<file path="config.mk">
export PLATFORM = sky130hd
export DESIGN_NAME = multiplier_4bits_divider_flat
export DESIGN_NICKNAME = d
export VERILOG_FILES = /design/src/rtl/multiplier_4bits_divider_if.sv /design/src/rtl/multiplier_4bits_divider.sv /design/src/flat_wrapper.sv
export SDC_FILE = /design/constraint.sdc
export NUM_CORES = 1
export LEC_CHECK = 0
export CORE_MARGIN = 8
export CORE_UTILIZATION = 50
export CTS_BUF_LIST = sky130_fd_sc_hd__clkbuf_8
export CTS_CLUSTER_SIZE = 24
export DETAILED_ROUTE_END_ITERATION = 8
export PLACE_DENSITY = 0.77
export SKIP_CTS_REPAIR_TIMING = 1
export SKIP_LAST_GASP = 1
export SLEW_MARGIN = 20
export SYNTH_ARGS = -nofsm -noshare
export SYNTH_HDL_FRONTEND = slang
export SYNTH_SLANG_ARGS = --single-unit
</file>
<file path="constraint.sdc">
create_clock -name clk -period 3.95 [get_ports clk]
set_input_delay 0.5925 -clock clk [delete_from_list [all_inputs] [get_ports clk]]
set_output_delay 0.5925 -clock clk [all_outputs]
set_load 0.1 [all_outputs]
</file>
<file path="src/rtl/multiplier_4bits_divider_if.sv">
// Operand/result handshake bundle for the restoring divider.
// The master drives the operands and accepts results. The slave is the divider.
interface multiplier_4bits_divider_if #(
  parameter int WIDTH_N = 8,
  parameter int WIDTH_D = 4
);
  logic               in_valid;
  logic               in_ready;
  logic [WIDTH_N-1:0] dividend;
  logic [WIDTH_D-1:0] divisor;
  logic               out_valid;
  logic               out_ready;
  logic [WIDTH_N-1:0] quotient;
  logic [WIDTH_D-1:0] remainder;
  logic               div_by_zero;

  modport master (
    output in_valid, dividend, divisor, out_ready,
    input  in_ready, out_valid, quotient, remainder, div_by_zero
  );

  modport slave (
    input  in_valid, dividend, divisor, out_ready,
    output in_ready, out_valid, quotient, remainder, div_by_zero
  );
endinterface

</file>
<file path="src/rtl/multiplier_4bits_divider.sv">
// Sequential unsigned restoring divider, one quotient bit per clock, MSB first.
// This is the divide path that sits beside the 4-bit multipliers.
module multiplier_4bits_divider #(
  parameter int WIDTH_N = 8,
  parameter int WIDTH_D = 4
) (
  input  logic                           clk,
  input  logic                           rst_n,
  multiplier_4bits_divider_if.slave      bus
);

  localparam int CNT_W = (WIDTH_N > 1) ? $clog2(WIDTH_N) : 1;

  typedef enum logic [1:0] {
    IDLE = 2'd0,
    DIV  = 2'd1,
    DONE = 2'd2
  } state_t;

  state_t             state_q, state_d;
  logic [CNT_W-1:0]   cnt_q, cnt_d;
  logic [WIDTH_N-1:0] dvd_q, dvd_d;
  logic [WIDTH_D-1:0] dsr_q, dsr_d;
  logic [WIDTH_D-1:0] rem_q, rem_d;
  logic [WIDTH_N-1:0] quotient_q, quotient_d;
  logic [WIDTH_D-1:0] remainder_q, remainder_d;
  logic               dbz_q, dbz_d;

  logic [WIDTH_D:0]   r_shift;
  logic               q_bit;
  logic [WIDTH_D-1:0] rem_next;
  logic [WIDTH_N-1:0] dvd_next;

  // dvd_q shifts the dividend out at the top while quotient bits enter at the bottom,
  // so after the last iteration it holds the full quotient.
  always_comb begin
    r_shift  = {rem_q, dvd_q[WIDTH_N-1]};
    q_bit    = (r_shift >= {1'b0, dsr_q});
    rem_next = q_bit ? WIDTH_D'(r_shift - {1'b0, dsr_q}) : r_shift[WIDTH_D-1:0];
    dvd_next = {dvd_q[WIDTH_N-2:0], q_bit};
  end

  always_comb begin
    state_d     = state_q;
    cnt_d       = cnt_q;
    dvd_d       = dvd_q;
    dsr_d       = dsr_q;
    rem_d       = rem_q;
    quotient_d  = quotient_q;
    remainder_d = remainder_q;
    dbz_d       = dbz_q;
    case (state_q)
      IDLE: begin
        if (bus.in_valid) begin
          dvd_d = bus.dividend;
          dsr_d = bus.divisor;
          rem_d = '0;
          cnt_d = CNT_W'(WIDTH_N - 1);
          if (bus.divisor == '0) begin
            quotient_d  = '1;
            remainder_d = bus.dividend[WIDTH_D-1:0];
            dbz_d       = 1'b1;
            state_d     = DONE;
          end else begin
            state_d = DIV;
          end
        end
      end
      DIV: begin
        dvd_d = dvd_next;
        rem_d = rem_next;
        cnt_d = cnt_q - CNT_W'(1);
        if (cnt_q == '0) begin
          quotient_d  = dvd_next;
          remainder_d = rem_next;
          dbz_d       = 1'b0;
          state_d     = DONE;
        end
      end
      DONE: begin
        if (bus.out_ready) state_d = IDLE;
      end
      default: state_d = IDLE;
    endcase
  end

  always_ff @(posedge clk or negedge rst_n) begin
    if (!rst_n) begin
      state_q     <= IDLE;
      cnt_q       <= '0;
      dvd_q       <= '0;
      dsr_q       <= '0;
      rem_q       <= '0;
      quotient_q  <= '0;
      remainder_q <= '0;
      dbz_q       <= 1'b0;
    end else begin
      state_q     <= state_d;
      cnt_q       <= cnt_d;
      dvd_q       <= dvd_d;
      dsr_q       <= dsr_d;
      rem_q       <= rem_d;
      quotient_q  <= quotient_d;
      remainder_q <= remainder_d;
      dbz_q       <= dbz_d;
    end
  end

  // Handshake outputs decode the registered state only.
  assign bus.in_ready    = (state_q == IDLE);
  assign bus.out_valid   = (state_q == DONE);
  assign bus.quotient    = quotient_q;
  assign bus.remainder   = remainder_q;
  assign bus.div_by_zero = dbz_q;

endmodule
</file>
<file path="src/flat_wrapper.sv">
// flat-port wrapper written by rule: the top's interface ports become plain ports
module multiplier_4bits_divider_flat 
#(
  parameter int WIDTH_N = 8,
  parameter int WIDTH_D = 4
)
  (clk, rst_n, bus_in_valid, bus_dividend, bus_divisor, bus_out_ready, bus_in_ready, bus_out_valid, bus_quotient, bus_remainder, bus_div_by_zero);
  multiplier_4bits_divider_if #(.WIDTH_N(WIDTH_N), .WIDTH_D(WIDTH_D)) bus_i ();
  input  logic clk;
  input  logic rst_n;
  input wire logic [$bits(bus_i.in_valid)-1:0] bus_in_valid;
  input wire logic [$bits(bus_i.dividend)-1:0] bus_dividend;
  input wire logic [$bits(bus_i.divisor)-1:0] bus_divisor;
  input wire logic [$bits(bus_i.out_ready)-1:0] bus_out_ready;
  output wire logic [$bits(bus_i.in_ready)-1:0] bus_in_ready;
  output wire logic [$bits(bus_i.out_valid)-1:0] bus_out_valid;
  output wire logic [$bits(bus_i.quotient)-1:0] bus_quotient;
  output wire logic [$bits(bus_i.remainder)-1:0] bus_remainder;
  output wire logic [$bits(bus_i.div_by_zero)-1:0] bus_div_by_zero;
  assign bus_i.in_valid = bus_in_valid;
  assign bus_i.dividend = bus_dividend;
  assign bus_i.divisor = bus_divisor;
  assign bus_i.out_ready = bus_out_ready;
  assign bus_in_ready = bus_i.in_ready;
  assign bus_out_valid = bus_i.out_valid;
  assign bus_quotient = bus_i.quotient;
  assign bus_remainder = bus_i.remainder;
  assign bus_div_by_zero = bus_i.div_by_zero;
  multiplier_4bits_divider #(.WIDTH_N(WIDTH_N), .WIDTH_D(WIDTH_D)) u_core (.clk(clk), .rst_n(rst_n), .bus(bus_i));
endmodule
</file>
==> results.py, run 1 <==
metrics = {
    "synth": {
        "syn_area_sq_um": 1700,
        "yosys.area.top_type_share_pct": 49.9,
        "synth_xor_area_share_pct": 1.03,
        "ys_seq_area_share_pct": 49.9,
        "synth-edff-count": 0,
        "synth_area_per_cell_sq_um": 10.0,
        "synth_top_family_by_area": "simple AND/OR/NAND/NOR gates",
        "ys_dominant_reg_cell": "dfrtp_1",
        "synth-compound-area-share_pct": 15.9,
        "yosysMostFrequentCell": "nand2_1",
        "ys_warn_count": 0,
        "synth_cells": 170,
        "synth_common_cells": "nand2_1, dfrtp_1, nor2_1",
        "ys_ff_latch": 34,
        "synth_cell_type_count": 38,
        "muxShareOfSynthArea_pct": 0.661,
        "synth_largest_area_cell": "dfrtp_1",
        "synthArstFlopShare_pct": 100,
        "synth_simple_gate_area_share_pct": 21.9,
        "synthTopCellsByArea": "dfrtp_1, nand2_1, ha_1, o22a_1, a31oi_1",
        "synthAdderAreaFrac_pct": 5.58,
        "synth_fp_nets": 193,
    },
    "clock_tree": {
        "clk_pin_slew_ps": 70,
        "h-tree-depth": 2,
        "cts_buffers": 5,
        "clkSinkCount": 34,
        "root_buffer": "clkbuf_8",
        "insertion_delay_ps": 280,
        "cts_tree": "yes",
        "cts_buffer_depth": 2,
    },
    "global_routing": {
        "top_usage_layer": "met2",
        "use_met1_pct": 16.6,
        "met2_usage_pct": 25.8,
        "antenna_found_initial": 0,
        "grt.met3_usage_pct": 3.64,
        "grt_pass1_wl_mm": 6.27,
        "grt_pass1_vias": 1376,
        "grt_use_total_pct": 15.0,
        "grt_max_degree": 35,
        "grt.overflow.total": 0,
    },
    "route": {
        "vias_per_cell": 5.35,
        "drt_iter0_drc": 100,
        "wl_mm": 3.70,
        "drtAntennaViolNets": 0,
        "dr_total_vias": 1331,
        "wl_per_cell_um": 14.9,
        "dr.pass1.iters": 4,
        "route.detailed.drc": 0,
    },
    "place": {
        "routabilityCongestion": 0.754,
        "dp_slack_ps": 1460,
        "dp_hpwl_mm": 2.76,
        "port_buffers": 30,
    },
    "critical_path": {
        "cp_cell_sequence": "nor2b_1 > clkdlybuf4s50_1",
        "critPathArrivalTime_ps": 2200,
        "cp-startpoint": "u_core.state_q[1]",
        "crit_required_ps": 3360,
        "path_buf_inv": 1,
        "r2r_slack_ps": 1990,
        "cp_top_family": "buffers and inverters",
        "endpoint": "bus_out_valid",
        "r2r_cells": 7,
        "startpoint_type": "register",
        "path_class": "register to primary output",
        "critPathMaxStageDelay_ps": 1170,
        "slowest_stage": "clkdlybuf4s50_1",
        "critPathCaptureType": "primary output",
        "cp_max_fo": 6,
        "cp.depth": 2,
        "timing.rr.start": "u_core.dvd_q[7]",
        "rr_endpoint": "u_core.bus.remainder[1]",
    },
    "timing": {
        "fin_ws_ps": 1160,
        "relSlewSlack_pct": 34.5,
        "finalMaxSlewViolations": 0,
        "tightestPinTransition_ps": 979,
        "fin_crit_sh_pct": 70.7,
        "rsz0062_at_grt": "no",
        "finClkSkew_ps": 2.06,
        "setup_violations": 0,
        "period_minus_slack_ps": 2790,
        "finalSetupTns_ps": 0,
        "fmax_ghz": 0.358,
        "timing.final.hold_violations": 0,
    },
    "die": {
        "dieArea_sq_um": 5530,
        "num_io_pins": 31,
        "core_area_sq_um": 3310,
        "die_x_um": 74.4,
        "placementRows": 21,
        "die_y_um": 74.4,
        "start_util_pct": 51.5,
    },
    "run_status": {
        "status": "completed",
    },
    "cells_and_area": {
        "area_growth_pct": 24.0,
        "insertedDiodeCount": 0,
        "layout-drive-gt1-share_pct": 9.85,
        "fin_nets": 225,
    },
    "flow_run": {
        "maxCapViolations": 0,
    },
    "hold_path": {
        "hold_depth": 2,
        "min_path_type": "register to register",
    },
}
==> final cells by class <==
class / instances / area (sq um)
Fill cell: 295 / 1200
Clock inverter: 2 / 12.5
Timing Repair Buffer: 31 / 308
Tap cell: 46 / 57.6
Sequential cell: 34 / 851
Inverter: 9 / 33.8
Multi-Input combinational cell: 121 / 768
Clock buffer: 6 / 82.6
==> layout by cell type, fill, tap and decap left out, drive strengths merged <==
cell type / count
a41oi: 2
clkdlybuf4s50: 30
and2b: 1
or4: 1
clkinvlp: 1
xnor2: 2
nor2b: 3
a22oi: 2
dfrtp: 34
fa: 1
o211ai: 2
nor3: 2
and2: 1
clkbuf: 6
and3: 1
o21a: 2
a21o: 1
nand2: 38
a31oi: 8
nor2: 15
nand3: 4
mux2: 1
or2b: 1
clkinv: 1
or3: 2
inv: 9
buf: 1
o21ai: 7
o22a: 7
nor4: 1
nand4: 1
a22o: 1
nand2b: 4
ha: 6
a21oi: 4
==> worst min-delay path: stages, from the launching register on <==
cell and delay (ps):
dfrtp_1 350, nand2_1 50, nand2_1 50
==> registers in the layout (all words and copies together), names as in the netlist <==
register	cells
u_core.dsr_q	4
u_core.bus.remainder	4
u_core.rem_q	4
u_core.dvd_q	8
u_core.state_q	2
u_core.bus.quotient	8
u_core.cnt_q	3
u_core.bus.div_by_zero	1
==> worst min path at each step <==
stage | from | end | slack [ps]
6_report | u_core.dsr_q[0] | u_core.dsr_q[0] | 490
5_1_grt | u_core.dsr_q[0] | u_core.dsr_q[0] | 530
4_1_cts | u_core.dsr_q[0] | u_core.dsr_q[0] | 500
3_5_place_dp | u_core.dsr_q[0] | u_core.dsr_q[0] | 480
3_3_place_gp | u_core.bus.div_by_zero | u_core.bus.div_by_zero | 470
2_1_floorplan | rst_n | u_core.bus.div_by_zero | 300
==> stage by stage <==
| step | utilization, % | instances | instance area (sq um) | hold slack (ps) |
|---|---|---|---|---|
| after floorplan | - | 170 | 1700 | 297 |
| after global placement | 61.0 | 241 | 2020 | 473 |
| after detailed placement | 61.0 | 241 | 2020 | 478 |
| after CTS | 63.8 | 249 | 2110 | 498 |
| after global routing | 63.8 | 249 | 2110 | 526 |
| final | 63.8 | 249 | 2110 | 490 |
==> cell families (layout without fill, tap and decap cells) <==
kind of cell | Yosys count | in the layout
AND/OR/NAND/NOR | 75 | 75
AO/OA/AOI/OAI | 36 | 36
flip-flops | 34 | 34
buffers and inverters | 15 | 48
adder cells (fa/ha/maj) | 7 | 7
XOR/XNOR | 2 | 2
multiplexers | 1 | 1
==> per-layer routing <==
layer / vias to the layer above / routed length [um]
li1: 646 / -
met1: 650 / 1580
met2: 28 / 1870
met3: 7 / 166
met4: 0 / 78
met5: - / 0
Power of run 1 is not shown: default switching activity piles up to over one toggle a cycle in this logic, so the estimate is an artifact.
==> run 2: changes to the inputs <==
- clock period: 3.95 -> 2.7 ns (I/O delays scaled with it)
==> results.py, run 2 (synthesis results as in run 1) <==
metrics = {
    "run_status": {
        "status": "completed",
    },
    "route": {
        "drt_iter0_drc": 106,
        "dr.pass1.iters": 4,
        "route.detailed.drc": 0,
        "wl_per_cell_um": 15.0,
        "dr_total_vias": 1362,
        "drtAntennaViolNets": 0,
        "vias_per_cell": 5.49,
        "wl_mm": 3.73,
    },
    "cells_and_area": {
        "layout_commonest_cell": "nand2_1",
        "multi_input_area_sq_um": 768,
        "area_growth_pct": 22.8,
        "fill_cells": 296,
        "layout_common_cells": "nand2_1, dfrtp_1, buf_4, clkdlybuf4s50_1, nor2_1",
        "layout-drive-gt1-share_pct": 16.8,
        "seq_area_sq_um": 851,
        "insertedDiodeCount": 0,
        "fin_nets": 225,
    },
    "die": {
        "num_io_pins": 31,
        "dieArea_sq_um": 5530,
        "die_y_um": 74.4,
        "placementRows": 21,
        "die_x_um": 74.4,
        "start_util_pct": 51.5,
        "core_area_sq_um": 3310,
    },
    "place": {
        "dp_hpwl_mm": 2.79,
        "routabilityCongestion": 0.783,
        "port_buffers": 30,
    },
    "clock_tree": {
        "cts_buffers": 5,
        "root_buffer": "clkbuf_8",
        "cts_buffer_depth": 2,
        "insertion_delay_ps": 280,
        "cts_tree": "yes",
        "clkSinkCount": 34,
        "clk_pin_slew_ps": 70,
        "h-tree-depth": 2,
    },
    "hold_path": {
        "min_path_type": "register to register",
    },
    "global_routing": {
        "antenna_found_initial": 0,
        "grt_use_total_pct": 15.1,
        "grt.overflow.total": 0,
        "grt_pass1_wl_mm": 6.47,
        "grt_max_degree": 35,
        "grt_pass1_vias": 1439,
    },
    "critical_path": {
        "startpoint_type": "register",
        "path_buf_inv": 0,
        "critPathCaptureType": "register",
        "critPathArrivalTime_ps": 2130,
        "path_class": "register to register",
        "crit_required_ps": 2900,
        "cp_top_family": "compound AO/OA/AOI/OAI gates",
        "cp_cell_sequence": "ha_1 > nand2b_1 > a21oi_1 > a22o_2 > mux2_1 > a31oi_1",
        "critPathMaxStageDelay_ps": 390,
        "cp_max_fo": 7,
        "slowest_stage": "dfrtp_1",
    },
    "timing": {
        "finalSetupTns_ps": 0,
        "fin_crit_sh_pct": 71.5,
        "timing.final.hold_violations": 0,
        "rsz0062_at_grt": "no",
        "fmax_ghz": 0.518,
        "relSlewSlack_pct": 54.5,
        "finalMaxSlewViolations": 0,
        "tightestPinTransition_ps": 683,
        "period_minus_slack_ps": 1930,
        "setup_violations": 0,
        "finClkSkew_ps": 3.99,
    },
    "flow_run": {
        "maxCapViolations": 0,
    },
}
==> run 2: cell types whose count changed in the layout (fill, tap and decap cells not counted) <==
cell,before,now
clkdlybuf4s50_1,30,15
clkinvlp_4,1,0
buf_4,1,16
clkinv_2,1,0
bufinv_16,0,1
==> run 2: metrics by stage <==
stage	worst slack, ps	std cells	instance area, sq um	utilization [%]	hold WS (ps)
floorplan	386	170	1700	-	109
global placement	785	241	1980	59.8	469
detailed placement	702	241	1980	59.8	481
CTS	769	248	2090	63.2	496
global route	652	248	2090	63.2	533
finish	770	248	2090	63.2	490
==> run 2: metal layers <==
| metal | GRT usage (%) | part of all wire (%) |
|---|---|---|
| met5 | 0 | 0 |
| met4 | 6.52 | 1.7 |
| met3 | 3.50 | 5.7 |
| met2 | 26.8 | 50 |
| met1 | 16.7 | 42 |
==> run 2: area by class of cell <==
| cell class | instances | area share [%] |
|---|---|---|
| inverter | 9 | 1.61 |
| timing repair buffer | 31 | 12.9 |
| multi-input combinational | 121 | 36.7 |
| sequential | 34 | 40.6 |
| clock inverter | 1 | 1.43 |
| clock buffer | 6 | 3.95 |
| tap | 46 | 2.75 |
==> run 2: path summary, 6_finish.rpt <==
path,from,to,depth (start not counted),slack [ps]
worst min-delay path,u_core.bus.div_by_zero,u_core.bus.div_by_zero,1,490
worst min register to register,u_core.bus.div_by_zero,u_core.bus.div_by_zero,1,490
min in group asynchronous,rst_n,u_core.dsr_q[0],2,530
worst max register to register,u_core.dsr_q[0],u_core.bus.remainder[1],6,770
worst max-delay path,u_core.dsr_q[0],u_core.bus.remainder[1],6,770
max in group asynchronous,rst_n,u_core.bus.remainder[0],2,1870
Power of run 2 is left out for the same reason.
